===== src/rtl/seq_gen_fsm.sv =====
// seq_gen_fsm: serial pattern burst generator, PATTERN sent MSB first rep_cnt times, optional idle gap between repetitions.
module seq_gen_fsm #(
    parameter int                   PAT_WIDTH  = 5,
    parameter logic [PAT_WIDTH-1:0] PATTERN    = 5'b10110,
    parameter int                   GAP_CYCLES = 0,
    parameter int                   REP_WIDTH  = 4
) (
    input  logic                 clk_i,
    input  logic                 rst_i,
    input  logic                 start_i,
    input  logic [REP_WIDTH-1:0] repeat_i,
    input  logic                 abort_i,
    output logic                 data_o,
    output logic                 valid_o,
    output logic                 last_o,
    output logic                 busy_o,
    output logic                 done_o
);
    localparam int IW    = PAT_WIDTH > 1 ? $clog2(PAT_WIDTH) : 1;
    localparam int GLAST = GAP_CYCLES > 0 ? GAP_CYCLES - 1 : 0;
    localparam int GW    = GLAST > 0 ? $clog2(GLAST + 1) : 1;
    localparam logic [IW-1:0] IDX_LAST = IW'(PAT_WIDTH - 1);
    localparam logic [GW-1:0] GAP_LAST = GW'(GLAST);
    typedef enum logic [1:0] {IDLE = 2'd0, SEND = 2'd1, GAP = 2'd2} state_t;
    state_t               state, state_n;
    logic [IW-1:0]        idx, idx_n;
    logic [REP_WIDTH:0]   rep_cnt, rep_n;
    logic [GW-1:0]        gap_cnt, gap_n;
    logic                 done_n;
    always_ff @(posedge clk_i or posedge rst_i) begin
        if (rst_i) begin
            state   <= IDLE;
            idx     <= '0;
            rep_cnt <= '0;
            gap_cnt <= '0;
            done_o  <= 1'b0;
        end else begin
            state   <= state_n;
            idx     <= idx_n;
            rep_cnt <= rep_n;
            gap_cnt <= gap_n;
            done_o  <= done_n;
        end
    end
    // Every path not explicitly continuing the burst falls back to IDLE with counters cleared.
    always_comb begin
        state_n = IDLE;
        idx_n   = '0;
        rep_n   = '0;
        gap_n   = '0;
        done_n  = 1'b0;
        case (state)
            IDLE: begin
                if (start_i && !abort_i) begin
                    state_n = SEND;
                    rep_n   = {1'b0, repeat_i} + {{REP_WIDTH{1'b0}}, 1'b1};
                end
            end
            SEND: begin
                if (!abort_i) begin
                    if (idx != IDX_LAST) begin
                        state_n = SEND;
                        idx_n   = idx + 1'b1;
                        rep_n   = rep_cnt;
                    end else if (rep_cnt > 1) begin
                        state_n = GAP_CYCLES == 0 ? SEND : GAP;
                        rep_n   = rep_cnt - 1'b1;
                    end else begin
                        done_n = 1'b1;
                    end
                end
            end
            GAP: begin
                if (!abort_i) begin
                    rep_n   = rep_cnt;
                    state_n = gap_cnt == GAP_LAST ? SEND : GAP;
                    gap_n   = gap_cnt == GAP_LAST ? '0 : gap_cnt + 1'b1;
                end
            end
            default: state_n = IDLE;
        endcase
    end
    assign valid_o = state == SEND;
    assign data_o  = valid_o & PATTERN[IDX_LAST - idx];
    assign last_o  = valid_o & (idx == IDX_LAST);
    assign busy_o  = state == SEND || state == GAP;
endmodule


===== config.mk =====
export PLATFORM = sky130hd
export DESIGN_NAME = seq_gen_fsm
export DESIGN_NICKNAME = d
export VERILOG_FILES = /design/src/rtl/seq_gen_fsm.sv
export SDC_FILE = /design/constraint.sdc
export NUM_CORES = 1
export LEC_CHECK = 0
export CORE_AREA = 8 8 45 47
export CTS_CLUSTER_DIAMETER = 80
export DETAILED_ROUTE_END_ITERATION = 10
export DIE_AREA = 0 0 53 55
export DONT_BUFFER_PORTS = 1
export PLACE_DENSITY = 0.59
export SLEW_MARGIN = 20
export SYNTH_ARGS = -nofsm -noshare
export SYNTH_HDL_FRONTEND = slang
export SYNTH_SLANG_ARGS = --single-unit
export TNS_END_PERCENT = 1

===== constraint.sdc =====
create_clock -name clk_i -period 4.3 [get_ports clk_i]
set_input_delay 0.86 -clock clk_i [delete_from_list [all_inputs] [get_ports clk_i]]
set_output_delay 0.86 -clock clk_i [all_outputs]
set_load 0.05 [all_outputs]

; ---- Word level (Yosys, flattened, before mapping)
; Memory sizes are Yosys's and may differ from the RTL's.
; Index checks and enable logic that the tools add are counted.
[word_totals]
regBits = 12
mem_bits_ro = 8
in_bits = 8
output_inout_bits = 5
word_cells = 50
memories = 1
[memory_table]
columns = name, words, word_bits, read_ports, rd_clocked_by_memory_dff, write_ports, line_no
row1 = (name not given), 8, 1, 1, 0, 0, 84  ; assign data_o = valid_o & PATTERN[IDX_LAST - idx];
[op_classes]
addsub = 5
n_lt_le_gt_ge = 2
eq_ne = 6
n_mux = 24
n_bitwise = 2
reduce_logical = 5
[op_table]
columns = operator, count
row1 = 5-bit 2-to-1 mux, 5
row2 = 5-bit case mux with 3 select lines, 1
row3 = 1-bit 2-to-1 mux, 12
row4 = 3-bit 2-to-1 mux, 3
row5 = "3-bit != test, second input constant", 2
row6 = 2-bit case mux with 3 select lines, 1
row7 = "4-bit by 1-bit adder with 5-bit output, second input constant", 1
row8 = "5-bit by 1-bit > comparator with 1-bit output, second input constant", 1
row9 = "5-bit by 1-bit subtractor with 5-bit output, second input constant", 1
row10 = "3-bit by 4-bit < comparator with 1-bit output, second input constant", 1
row11 = 2-bit 2-to-1 mux, 2
row12 = "3-bit by 1-bit adder with 3-bit output, second input constant", 1
row13 = "3-bit equality test, second input constant", 1
row14 = "3-bit subtractor, first input constant", 1
row15 = 1-bit AND, 2
row16 = "2-bit by 1-bit equality test with 1-bit output, second input constant", 1
row17 = "2-bit equality test, second input constant", 1
row18 = 2-bit logical NOT, 1
row19 = "2-bit != test, second input constant", 1
row20 = 2-bit AND reduction, 1
row21 = "1-bit adder, second input constant", 1
row22 = 1-bit logical AND, 1
row23 = 1-bit logical NOT, 1
row24 = 1-bit logical OR, 1

; ---- Logic depth before layout (Yosys ltp)
; Gate-level depths: netlist of run 1.
[depth]
word_depth = 5
ltp_mapped = 7
ltp_nobuf = 6

; ---- Worst setup path before layout of run 1
; OpenSTA, ideal clock, no wires.
[synth_path]
path_type = flip-flop to output port
startpoint = register idx[0]
endpoint = output data_o
arrival_time_ps = 1290
t_required_ps = 3440
setup_slack_ps = 2150
path_stages_with_launch = 5
n_path_buf = 0
path_cell_list = dfrtp_1 -> inv_1 -> ha_1 -> xor2_1 -> o21a_1
[synth_via]
elab_chain_len = 4
[synth_lines]
columns = item, line_no
row1 = from (decl), 26  ; logic [IW-1:0] idx, idx_n;
row2 = from (signal assigned), 39  ; idx <= idx_n;
row3 = 3-bit subtractor, 84
row4 = memory read 8 x 1 bit, --
row5 = 1-bit 2-to-1 mux (implied by the code), 84
row6 = 1-bit AND, 84
row7 = to (decl), 13  ; output logic data_o,
; Every way passes these cells. The select of a mux whose other input is x is not followed.

; ---- Final worst setup path of run 1
[layout_path]
startpoint = register state[0]
endpoint = output last_o
[layout_via]
elab_chain_len = 2
[layout_lines]
columns = item, line_no
row1 = from (decl), 25  ; state_t state, state_n;
row2 = from (signal assigned), 38  ; state <= state_n;
row3 = 2-bit by 1-bit equality test with 1-bit output, 83  ; assign valid_o = state == SEND;
row4 = 1-bit AND, 85  ; assign last_o = valid_o & (idx == IDX_LAST);
row5 = to (decl), 15  ; output logic last_o,
; Every way passes these cells.

==> results of run 1 <==
-- where the power goes --
part / switching, mW / total, mW / internal, mW / leakage, nW
clock network: 0.0382 / 0.0896 / 0.0514 / 0.0210
registers: 0.00934 / 0.107 / 0.0972 / 0.136
logic: 0.0162 / 0.0259 / 0.00970 / 0.135
total: 0.0637 / 0.222 / 0.158 / 0.292
-- final timing paths --
path	endpoint	startpoint	depth (start not counted)	slack [ns]
min in group clk_i	idx[0]	idx[0]	1	0.52
setup reg to reg	rep_cnt[4]	state[0]	3	2.30
hold reg to reg	idx[0]	idx[0]	1	0.52
hold / removal	rep_cnt[4]	rst_i	1	0.45
setup / recovery	last_o	state[0]	1	1.53
max in group asynchronous	state[0]	rst_i	1	3.56
-- Yosys cell counts (3+ instances only) --
master	count
dfrtp_1	10
ha_1	6
inv_1	6
nor3_1	3
xor2_1	3
-- cell type report --
class / count / area, µm²
clock buffers: 4 / 36.3
multi-input cells: 42 / 334
inverters: 6 / 22.5
fillers: 144 / 721
well taps: 16 / 20.0
flip-flops and latches: 10 / 250
-- registers in the layout, indices dropped and copies added (netlist names) --
| register | cells |
|---|---|
| done_o | 1 |
| idx | 3 |
| rep_cnt | 5 |
| state | 1 |
-- through the flow --
| step | util, % | worst slack [ns] | area (µm²) |
|---|---|---|---|
| global placement | 45.3 | 1.82 | 627 |
| CTS | 47.9 | 1.52 | 663 |
| floorplan | - | 2.15 | 622 |
| finish | 47.9 | 1.53 | 663 |
| detailed placement | 45.3 | 1.81 | 627 |
| global route | 47.9 | 1.45 | 663 |
-- per-layer routing --
metal,global-route usage [%],up-vias,part of all wire (%)
met5,0,-,0
met4,3.88,0,1.5
met3,4.28,4,7.4
met2,17.0,10,47
met1,12.3,227,44
li1,-,223,-
-- kinds of logic after synthesis --
kind of cell | count (synthesis) | synth area share, %
AO/OA/AOI/OAI | 11 | 14.5
XOR/XNOR | 4 | 5.63
adder cells (fa/ha/maj) | 6 | 12.1
buffers and inverters | 8 | 6.04
flip-flops | 10 | 40.2
multiplexers | 1 | 1.61
AND/OR/NAND/NOR | 20 | 19.9
==> summary.txt, run 1 <==
Timing
  • WHS: 0.451 ns
  • Final Max Tran Viols: 0
  • Worst slew pin tran: 1.07 ns
  • Final worst-path cycle share: 64.5%
  • RSZ-0062 raised after global routing: no
  • # setup viols final: 0
  • Fin. Hold Viols: 0
  • Setup TNS: 0 ns
  • Clk_skew: 0.00673 ns
  • Min Tclk post-route: 2.77 ns
  • Relative slew slack: 28.6%
  • Fmax: 361 MHz

Pwr
  • Static leakage power: 0.292 nW
  • Total power: 0.222 mW
  • Pwr dens: 335 nW/µm²
  • Worst VDD drop: 0.156 mV

Cells and area
  • Layout Area Growth over Synthesis: 6.64%
  • Post-Layout Cell Count: 78
  • # diodes: 0
  • Most common cell after layout, fill and taps aside: dfrtp_1
  • Most frequent cells in the layout: dfrtp_1, inv_1, ha_1
  • # nets final: 77
  • Layout cells sized above 1: 8.06%

Die
  • Die area: 2920 µm²
  • Rows: 14
  • Die height: 55 µm
  • Initial Utilization: 44.9%
  • Boundary Pins: 13
  • Die Wd: 53 µm
  • Core area: 1380 µm²

Clock network
  • Sink Count: 10
  • Number of gates resized after cts: 0
  • Root Buffer: clkbuf_4
  • H-tree Lvls: 1
  • CTS tree: yes
  • # hold bufs at CTS: 0
  • Post-CTS setup buffers: 0
  • Worst-path clk slew: 0.08 ns
  • CTS buffer count: 3
  • Worst skew pair latency: 0.27 ns
  • Clock tree buffer depth: 2

Worst setup path
  • Critical Path Slowest Stage Cell: dfrtp_1
  • Kind of end point of the critical path: output pin
  • Critical Path Max Stage Delay: 1.06 ns
  • Critical Path Start Type: flop
  • Critical path, cell by cell: and2_1
  • CP delay by family, top: flip-flops
  • CP Buf/Inv Count: 0
  • Crit path kind: reg -> out
  • Worst EP required: 3.44 ns
  • Crit-path max FO: 10
  • Crit path DAT: 1.91 ns

Logic synthesis
  • Netlist cell types: 29
  • Seq cells post-synth: 10
  • Synth top area cells: dfrtp_1, ha_1, xor2_1
  • Prevailing post-synth register cell: dfrtp_1
  • Cell count after synthesis: 60
  • Synth top area share: 40.2%
  • Post-Synthesis Cell Area: 622 µm²
  • Mapped Avg Cell Area: 10.4 µm²
  • Post-synth EDFFs: 0
  • Post-synth ARST share: 100%
  • Synth warn: 0
  • Syn Nets: 74
  • Yosys top cell by area: dfrtp_1
  • Seq/Total Area, Yosys: 40.2%

Drt
  • Drt wl/cell: 16.7 µm
  • Vias after detailed routing: 464
  • DRT iter0 DRCs: 12
  • DR vias/cell: 5.95
  • DR DRC count: 0
  • DRT Wirelength: 1.31 mm
  • Post-route ant nets: 0
  • Total iterations of the first detailed-routing run: 4

Place
  • Cell total after placement: 74
  • Buffers added on ports: 0
  • Routability Congestion: 0.770
  • Hpwl dp: 1.01 mm

Run
  • # Max-Cap Violations: 0

Global route
  • Global-route wire length before repair: 2.30 mm
  • Tot GR Track Use: 10.5%
  • Grt ovf: 0
  • Vias in the first global route: 495
  • Largest net degree at the start of global routing: 11
  • Initial antenna violation count: 0

Worst hold path
  • Min-delay worst type: in -> async

Outcome
  • Status: finished clean
No activity file was read; power rests on OpenSTA's default activity.
==> run 2: changes to the inputs <==
--- a/config.mk
+++ b/config.mk
@@ -5,12 +5,13 @@
 export SDC_FILE = /design/constraint.sdc
 export NUM_CORES = 1
 export LEC_CHECK = 0
+export ABC_AREA = 1
 export CORE_AREA = 8 8 45 47
 export CTS_CLUSTER_DIAMETER = 80
 export DETAILED_ROUTE_END_ITERATION = 10
 export DIE_AREA = 0 0 53 55
 export DONT_BUFFER_PORTS = 1
-export PLACE_DENSITY = 0.59
+export PLACE_DENSITY = 0.66
 export SLEW_MARGIN = 20
 export SYNTH_ARGS = -nofsm -noshare
 export SYNTH_HDL_FRONTEND = slang
==> constraint.sdc (replaced) <==
create_clock -name clk_i -period 2.8 [get_ports clk_i]
set_input_delay 0.56 -clock clk_i [delete_from_list [all_inputs] [get_ports clk_i]]
set_output_delay 0.56 -clock clk_i [all_outputs]
set_load 0.05 [all_outputs]
==> run 2 against run 1 <==
  * Synthesized cell count up 58%
  * Routed wire length up 4.1%
  * Register-to-register slack worse by 1.0 ns
  * Count of clock-buffer cells in the layout unchanged
  * Critical path depth up 6
  * Highest routed layer unchanged
  * Power rose to 3.6 times the previous value
  * Largest power group is now combinational cells
  * Cell area up 15%
  * Clock power up 53%
  * First-iteration DRC count down 50%
  * Combinational power rose to 16 times the previous value
==> summary.txt, run 2 <==
Outcome
  • Status: finished clean

Logic synthesis
  • Prevailing post-synth register cell: dfrtp_1
  • Post-synth ARST share: 100% (unchanged)
  • Synth Area in Compound Gates: 7.10% (-7.4 points)
  • Mapped Avg Cell Area: 7.42 µm² (-28%)
  • Cell count after synthesis: 95 (+58%)
  • Seq/Total Area, Yosys: 35.5% (-4.7 points)
  • Post-synth EDFFs: 0 (unchanged)
  • Mux contribution to synthesized area: 0% (-1.6 points)
  • Synth top area share: 35.5% (-4.7 points)
  • Synth warn: 0 (unchanged)
  • Largest family of logic cells by synthesized area: simple AND/OR/NAND/NOR gates
  • Adder-Cell Fraction of Synth Area: 10.7% (-1.4 points)
  • Cell with the most instances after synthesis: nor2_1
  • Xor/xnor share of the synthesized area: 3.73% (-1.9 points)
  • Synth top area cells: dfrtp_1, ha_1, nor2_1
  • Top post-synthesis cells by count: nor2_1, nand2_1, inv_1, dfrtp_1
  • Netlist cell types: 18 (-38%)
  • Syn Nets: 109 (+47%)
  • Synth Area in Simple Gates: 32.1% (+12 points)
  • Post-Synthesis Cell Area: 704 µm² (+13%)
  • Yosys top cell by area: dfrtp_1
  • Seq cells post-synth: 10 (unchanged)

Cells and area
  • Layout Area Growth over Synthesis: 7.99%
  • Final Cell Area: 761 µm² (+15%)
  • Largest register FFs: 5 (unchanged)
  • # nets final: 114 (+48%)
  • Post-Layout Cell Count: 115 (+47%)
  • Most common cell after layout, fill and taps aside: nor2_1
  • Filler cell count: 135 (-6.3%)
  • Largest Register: rep_cnt
  • # diodes: 0 (unchanged)
  • Layout cells sized above 1: 14.1% (+6.1 points)
  • Most frequent cells in the layout: nor2_1, nand2_1, inv_1, dfrtp_1
  • Biggest regs: rep_cnt: 5 flops, idx: 3 flops

Worst setup path
  • Crit path kind: reg -> out
  • Critical Path Start Type: flop
  • Crit path DAT: 1.70 ns (-0.21 ns)
  • Critical Path Start: idx[0]
  • R2r startpoint: idx[0]
  • Worst EP required: 2.24 ns (-1.20 ns)
  • Kind of end point of the critical path: output pin
  • Crit-path max FO: 3 (-7)

Drt
  • Vias after detailed routing: 583 (+26%)
  • DRT Wirelength: 1.36 mm (+4.1%)
  • DR DRC count: 0 (unchanged)
  • Drt wl/cell: 11.8 µm (-29%)
  • Post-route ant nets: 0 (unchanged)
  • DRT iter0 DRCs: 6 (-6)
  • DR vias/cell: 5.07 (-15%)
  • Total iterations of the first detailed-routing run: 4 (unchanged)

Pwr
  • Worst VDD drop: 0.694 mV (+350%)
  • Static leakage power: 0.398 nW (+36%)
  • Pwr dens: 1040 nW/µm² (+210%)
  • Total power: 0.792 mW (+260%)

Run
  • # Max-Cap Violations: 0 (unchanged)

Die
  • Core area: 1380 µm² (unchanged)
  • Die Wd: 53 µm (unchanged)
  • Initial Utilization: 50.9% (+6.0 points)
  • Boundary Pins: 13 (unchanged)
  • Die area: 2920 µm² (unchanged)
  • Die height: 55 µm (unchanged)
  • Rows: 14 (unchanged)

Timing
  • Final Max Tran Viols: 0 (unchanged)
  • Fin. Hold Viols: 0 (unchanged)
  • Min Tclk post-route: 2.26 ns
  • Fmax: 442 MHz
  • # setup viols final: 0 (unchanged)
  • Relative slew slack: 70.2% (+42 points)
  • Clk_skew: 0.00739 ns (+0.000660 ns)
  • Final worst-path cycle share: 80.9%
  • RSZ-0062 raised after global routing: no
  • Worst slew pin tran: 0.447 ns (-0.624 ns)
  • Setup TNS: 0 ns (unchanged)

Place
  • Cell total after placement: 111 (+50%)
  • Routability Congestion: 0.777 (+0.93%)
  • Buffers added on ports: 0 (unchanged)
  • Hpwl dp: 1.10 mm (+9.2%)
  • Placement Cell Area: 724 µm² (+16%)

Clock network
  • CTS buffer count: 3 (unchanged)
  • CTS tree: yes
  • Number of gates resized after cts: 0 (unchanged)
  • Clock tree buffer depth: 2 (unchanged)
  • Sink Count: 10 (unchanged)
  • Post-CTS setup buffers: 0 (unchanged)
  • Worst-path clk slew: 0.08 ns (about the same)
  • # hold bufs at CTS: 0 (unchanged)
  • Worst skew pair latency: 0.28 ns (about the same)
  • H-tree Lvls: 1 (unchanged)
  • Root Buffer: clkbuf_4

Global route
  • Tot GR Track Use: 11.2% (+0.64 points)
  • Grt ovf: 0 (unchanged)
  • Vias in the first global route: 561 (+13%)
  • Global-route wire length before repair: 2.33 mm (+1.5%)
  • Largest net degree at the start of global routing: 11 (unchanged)
  • Initial antenna violation count: 0 (unchanged)

Worst hold path
  • Min-delay worst type: in -> async
run 2: critical path, stage by stage (launching register included):
cell and delay [ns]:
dfrtp_1 0.39, inv_1 0.08, ha_1 0.20, ha_1 0.27
a21oi_1 0.04, o21ai_0 0.07, nand2_1 0.06, inv_1 0.32
run 2: kinds of logic after synthesis:
logic type / Yosys count
DFF: 10
xor gates and xnor gates: 3
and+or+nand+nor: 48
buffers and inverters: 18
AOI/OAI and AO/OA: 10
adders and majority gates: 6
run 2: final cells by class:
class / count / area (µm²) / area share (%)
Multi-Input combinational cell: 67 / 378 / 49.7
Tap cell: 16 / 20.0 / 2.63
Inverter: 17 / 68.8 / 9.05
Timing Repair Buffer: 1 / 7.51 / 0.987
Clock buffer: 4 / 36.3 / 4.77
Sequential cell: 10 / 250 / 32.9
run 2: stage by stage:
stage | utilization (%) | hold slack [ns] | setup WS, ns
after floorplan | - | 0.400 | 0.908
after global placement | 52.4 | 0.446 | 0.894
after detailed placement | 52.4 | 0.457 | 0.823
after CTS | 55.0 | 0.156 | 0.515
after global routing | 55.0 | 0.179 | 0.406
final | 55.0 | 0.144 | 0.535
run 2: final timing paths:
| kind | to | slack, ns | cells past startpoint |
|---|---|---|---|
| max | data_o | 0.54 | 7 |
| min reg2reg | idx[0] | 0.49 | 1 |
| min in group clk_i | done_o | 0.45 | 3 |
| max in group asynchronous | idx[1] | 2.37 | 1 |
| max reg2reg | rep_cnt[3] | 1.29 | 8 |
| min | state[0] | 0.14 | 1 |
run 2: power breakdown:
part	total [mW]	switching, mW	internal, mW
Combinational	0.411	0.286	0.125
Sequential	0.243	0.0527	0.191
Clock	0.137	0.0583	0.0791
run 2: per-layer routing:
| layer | track usage, % | routed length, µm | share of wire, % | vias to the layer above |
|---|---|---|---|---|
| met5 | 0 | 0 | 0 | - |
| met4 | 7.76 | 39 | 2.9 | 0 |
| met3 | 3.21 | 29 | 2.1 | 5 |
| met1 | 10.7 | 546 | 40 | 270 |
| met2 | 20.3 | 742 | 55 | 4 |
| li1 | - | - | - | 304 |
==> run 3: changes to the inputs <==
--- a/config.mk
+++ b/config.mk
@@ -5,13 +5,13 @@
 export SDC_FILE = /design/constraint.sdc
 export NUM_CORES = 1
 export LEC_CHECK = 0
-export ABC_AREA = 1
+export ABC_AREA = 0
 export CORE_AREA = 8 8 45 47
 export CTS_CLUSTER_DIAMETER = 80
 export DETAILED_ROUTE_END_ITERATION = 10
 export DIE_AREA = 0 0 53 55
 export DONT_BUFFER_PORTS = 1
-export PLACE_DENSITY = 0.66
+export PLACE_DENSITY = 0.62
 export SLEW_MARGIN = 20
 export SYNTH_ARGS = -nofsm -noshare
 export SYNTH_HDL_FRONTEND = slang
==> constraint.sdc (replaced) <==
create_clock -name clk_i -period 2 [get_ports clk_i]
set_input_delay 0.4 -clock clk_i [delete_from_list [all_inputs] [get_ports clk_i]]
set_output_delay 0.4 -clock clk_i [all_outputs]
set_load 0.05 [all_outputs]
==> run 3 against run 2 <==
  * The run now ends with hold timing left
  * Combinational power decreased by 82%
  * Routed wire length decreased by 9.1%
  * Register-to-register slack got worse by 1.1 ns
  * Global-route usage decreased by 1.1 points
  * Clock skew decreased by 0.0013 ns
  * Power decreased by 46%
  * First-iteration DRC count increased by 100%
  * Non-clock buffer count increased by 1
  * Sequential cell count unchanged
  * Count of clock-buffer cells in the layout decreased by 1
  * Via count decreased by 18%
  * Critical path type unchanged
  * Critical endpoint unchanged
  * Largest power group is now registers
==> summary.txt, run 3 (synthesized netlist as in run 1, its figures left out) <==
Outcome
  • Status: finished, violations left
  • Failing checks: hold timing

Cells and area
  • Utilization after layout: 49.1% (-5.9 points)
  • Final Cell Area: 679 µm² (-11%)
  • # diodes: 0 (unchanged)
  • Most frequent cells in the layout: dfrtp_1, inv_1, ha_1
  • Biggest regs: rep_cnt: 5 flops, idx: 3 flops
  • Largest Register: rep_cnt
  • # nets final: 79 (-31%)
  • Largest register FFs: 5 (unchanged)
  • Most common cell after layout, fill and taps aside: dfrtp_1
  • Layout Area Growth over Synthesis: 9.26%
  • Layout cells sized above 1: 11.1% (-3.0 points)

Timing
  • WHS: -0.000961 ns (-0.145 ns)
  • Setup ws final: 0.0487 ns (-0.486 ns)
  • RSZ-0062 raised after global routing: yes
  • Final worst-path cycle share: 97.6%
  • Fmax: 512 MHz
  • # setup viols final: 0 (unchanged)
  • Final Max Tran Viols: 0 (unchanged)
  • Min Tclk post-route: 1.95 ns
  • Clk_skew: 0.00606 ns (-0.00132 ns)
  • Worst slew pin tran: 0.470 ns (+0.0227 ns)
  • Fin. Hold Viols: 5 (+5)
  • Relative slew slack: 68.6% (-1.6 points)

Worst setup path
  • Worst EP required: 1.60 ns (-0.64 ns)
  • Crit path kind: reg -> out
  • Kind of end point of the critical path: output pin
  • Crit path DAT: 1.55 ns (-0.15 ns)
  • Critical Path Start Type: flop
  • Crit-path max FO: 4 (+1)

Die
  • Die height: 55 µm (unchanged)
  • Core area: 1380 µm² (unchanged)
  • Rows: 14 (unchanged)
  • Die Wd: 53 µm (unchanged)
  • Boundary Pins: 13 (unchanged)
  • Die area: 2920 µm² (unchanged)
  • Initial Utilization: 44.9% (-6.0 points)

Drt
  • Total iterations of the first detailed-routing run: 4 (unchanged)
  • Drt wl/cell: 15.6 µm (+32%)
  • Post-route ant nets: 0 (unchanged)
  • DR DRC count: 0 (unchanged)
  • DRT iter0 DRCs: 12 (+6)
  • Vias after detailed routing: 477 (-18%)
  • DR vias/cell: 6.04 (+19%)
  • DRT Wirelength: 1.23 mm (-9.1%)

Pwr
  • Clk pwr share: 31.0% (+14 points)
  • Gate power share: 17.7% (-34 points)
  • Sw Share: 27.9% (-22 points)
  • Internal power: 0.308 mW (-22%)
  • Static leakage power: 0.300 nW (-25%)
  • Pwr dens: 628 nW/µm² (-40%)
  • Psw: 0.119 mW (-70%)
  • Sequential power share: 51.3% (+21 points)
  • Worst VDD drop: 0.294 mV (-58%)
  • Total power: 0.427 mW (-46%)

Clock network
  • Clock tree buffer depth: 2 (unchanged)
  • CTS buffer count: 3 (unchanged)
  • Post-CTS setup buffers: 0 (unchanged)
  • Sink Count: 10 (unchanged)
  • Worst skew pair latency: 0.26 ns (-0.02 ns)
  • CTS tree: yes
  • Root Buffer: clkbuf_4
  • Worst-path clk slew: 0.06 ns (-0.02 ns)
  • H-tree Lvls: 1 (unchanged)

Global route
  • Grt ovf: 0 (unchanged)
  • Vias in the first global route: 477 (-15%)
  • Global-route wire length before repair: 2.13 mm (-8.6%)
  • Largest net degree at the start of global routing: 11 (unchanged)
  • Tot GR Track Use: 10.0% (-1.1 points)
  • Initial antenna violation count: 0 (unchanged)

Place
  • Post-Place Setup Slack: 0.182 ns (-0.641 ns)
  • Hpwl dp: 939 µm (-15%)
  • Buffers added on ports: 0 (unchanged)
  • Routability Congestion: 0.778 (about the same)
  • Placement Cell Area: 654 µm² (-9.7%)

Worst hold path
  • Min-delay worst type: in -> async

Run
  • # Max-Cap Violations: 0 (unchanged)
## run 3: cell types whose count changed in the layout (fill, tap and decap cells not counted), sizes merged, moves of 3 or more
cell,delta
a21oi,-8
inv,-11
nand3,-6
nor3,+3
nand2,-16
nor2,-20
## run 3: timing repair
item	4_1_cts	5_1_grt
endpoints found under the setup margin	1	2
gates resized for setup	1	1
hold buffers	0	0
endpoints found under the hold margin	0	0
## run 3: power by group through the flow
stage                     clock network [mW]  logic [mW]  registers (mW)
after global placement                     0      0.0761           0.222
after global routing                   0.145      0.0844           0.220
after floorplan                            0      0.0525           0.226
after detailed placement                   0      0.0761           0.222
final                                  0.132      0.0757           0.219
after CTS                              0.137      0.0765           0.219
## run 3: final timing paths
| kind | from | to | slack, ns | depth (start not counted) |
|---|---|---|---|---|
| setup / recovery | idx[0] | data_o | 0.05 | 5 |
| hold / removal | rst_i | idx[2] | -0.001 | 1 |
| setup reg to reg | idx[0] | rep_cnt[3] | 0.19 | 6 |
| hold reg to reg | idx[0] | idx[0] | 0.52 | 1 |
| max in group asynchronous | rst_i | rep_cnt[0] | 1.72 | 1 |
| min in group clk_i | abort_i | state[0] | 0.21 | 1 |
## run 3: final cells by class
| cell class | instances | area, µm² |
|---|---|---|
| clock buffer | 3 | 22.5 |
| fill | 133 | 704 |
| inverter | 6 | 22.5 |
| multi-input combinational | 42 | 337 |
| sequential | 10 | 250 |
| tap | 16 | 20.0 |
| timing repair buffer | 2 | 27.5 |
## run 3: through the flow
stage | setup TNS (ns) | std cells
6_report | 0 | 79
5_1_grt | -0.0369 | 79
4_1_cts | 0 | 79
3_5_place_dp | 0 | 76
3_3_place_gp | 0 | 76
2_1_floorplan | 0 | 60
## run 3: worst max-delay path, stage by stage (launching register included)
cell and delay (ns):
dfrtp_1 0.40, inv_1 0.06, ha_1 0.19, ha_1 0.27, o21a_1 0.22, buf_12 0.15
## run 3: layer usage
metal / up-vias / part of all wire, % / track usage, %
met5: - / 0 / 0
met4: 0 / 0.81 / 1.29
met3: 2 / 9.2 / 6.15
met2: 17 / 44 / 15.0
met1: 228 / 46 / 12.3
li1: 230 / - / -
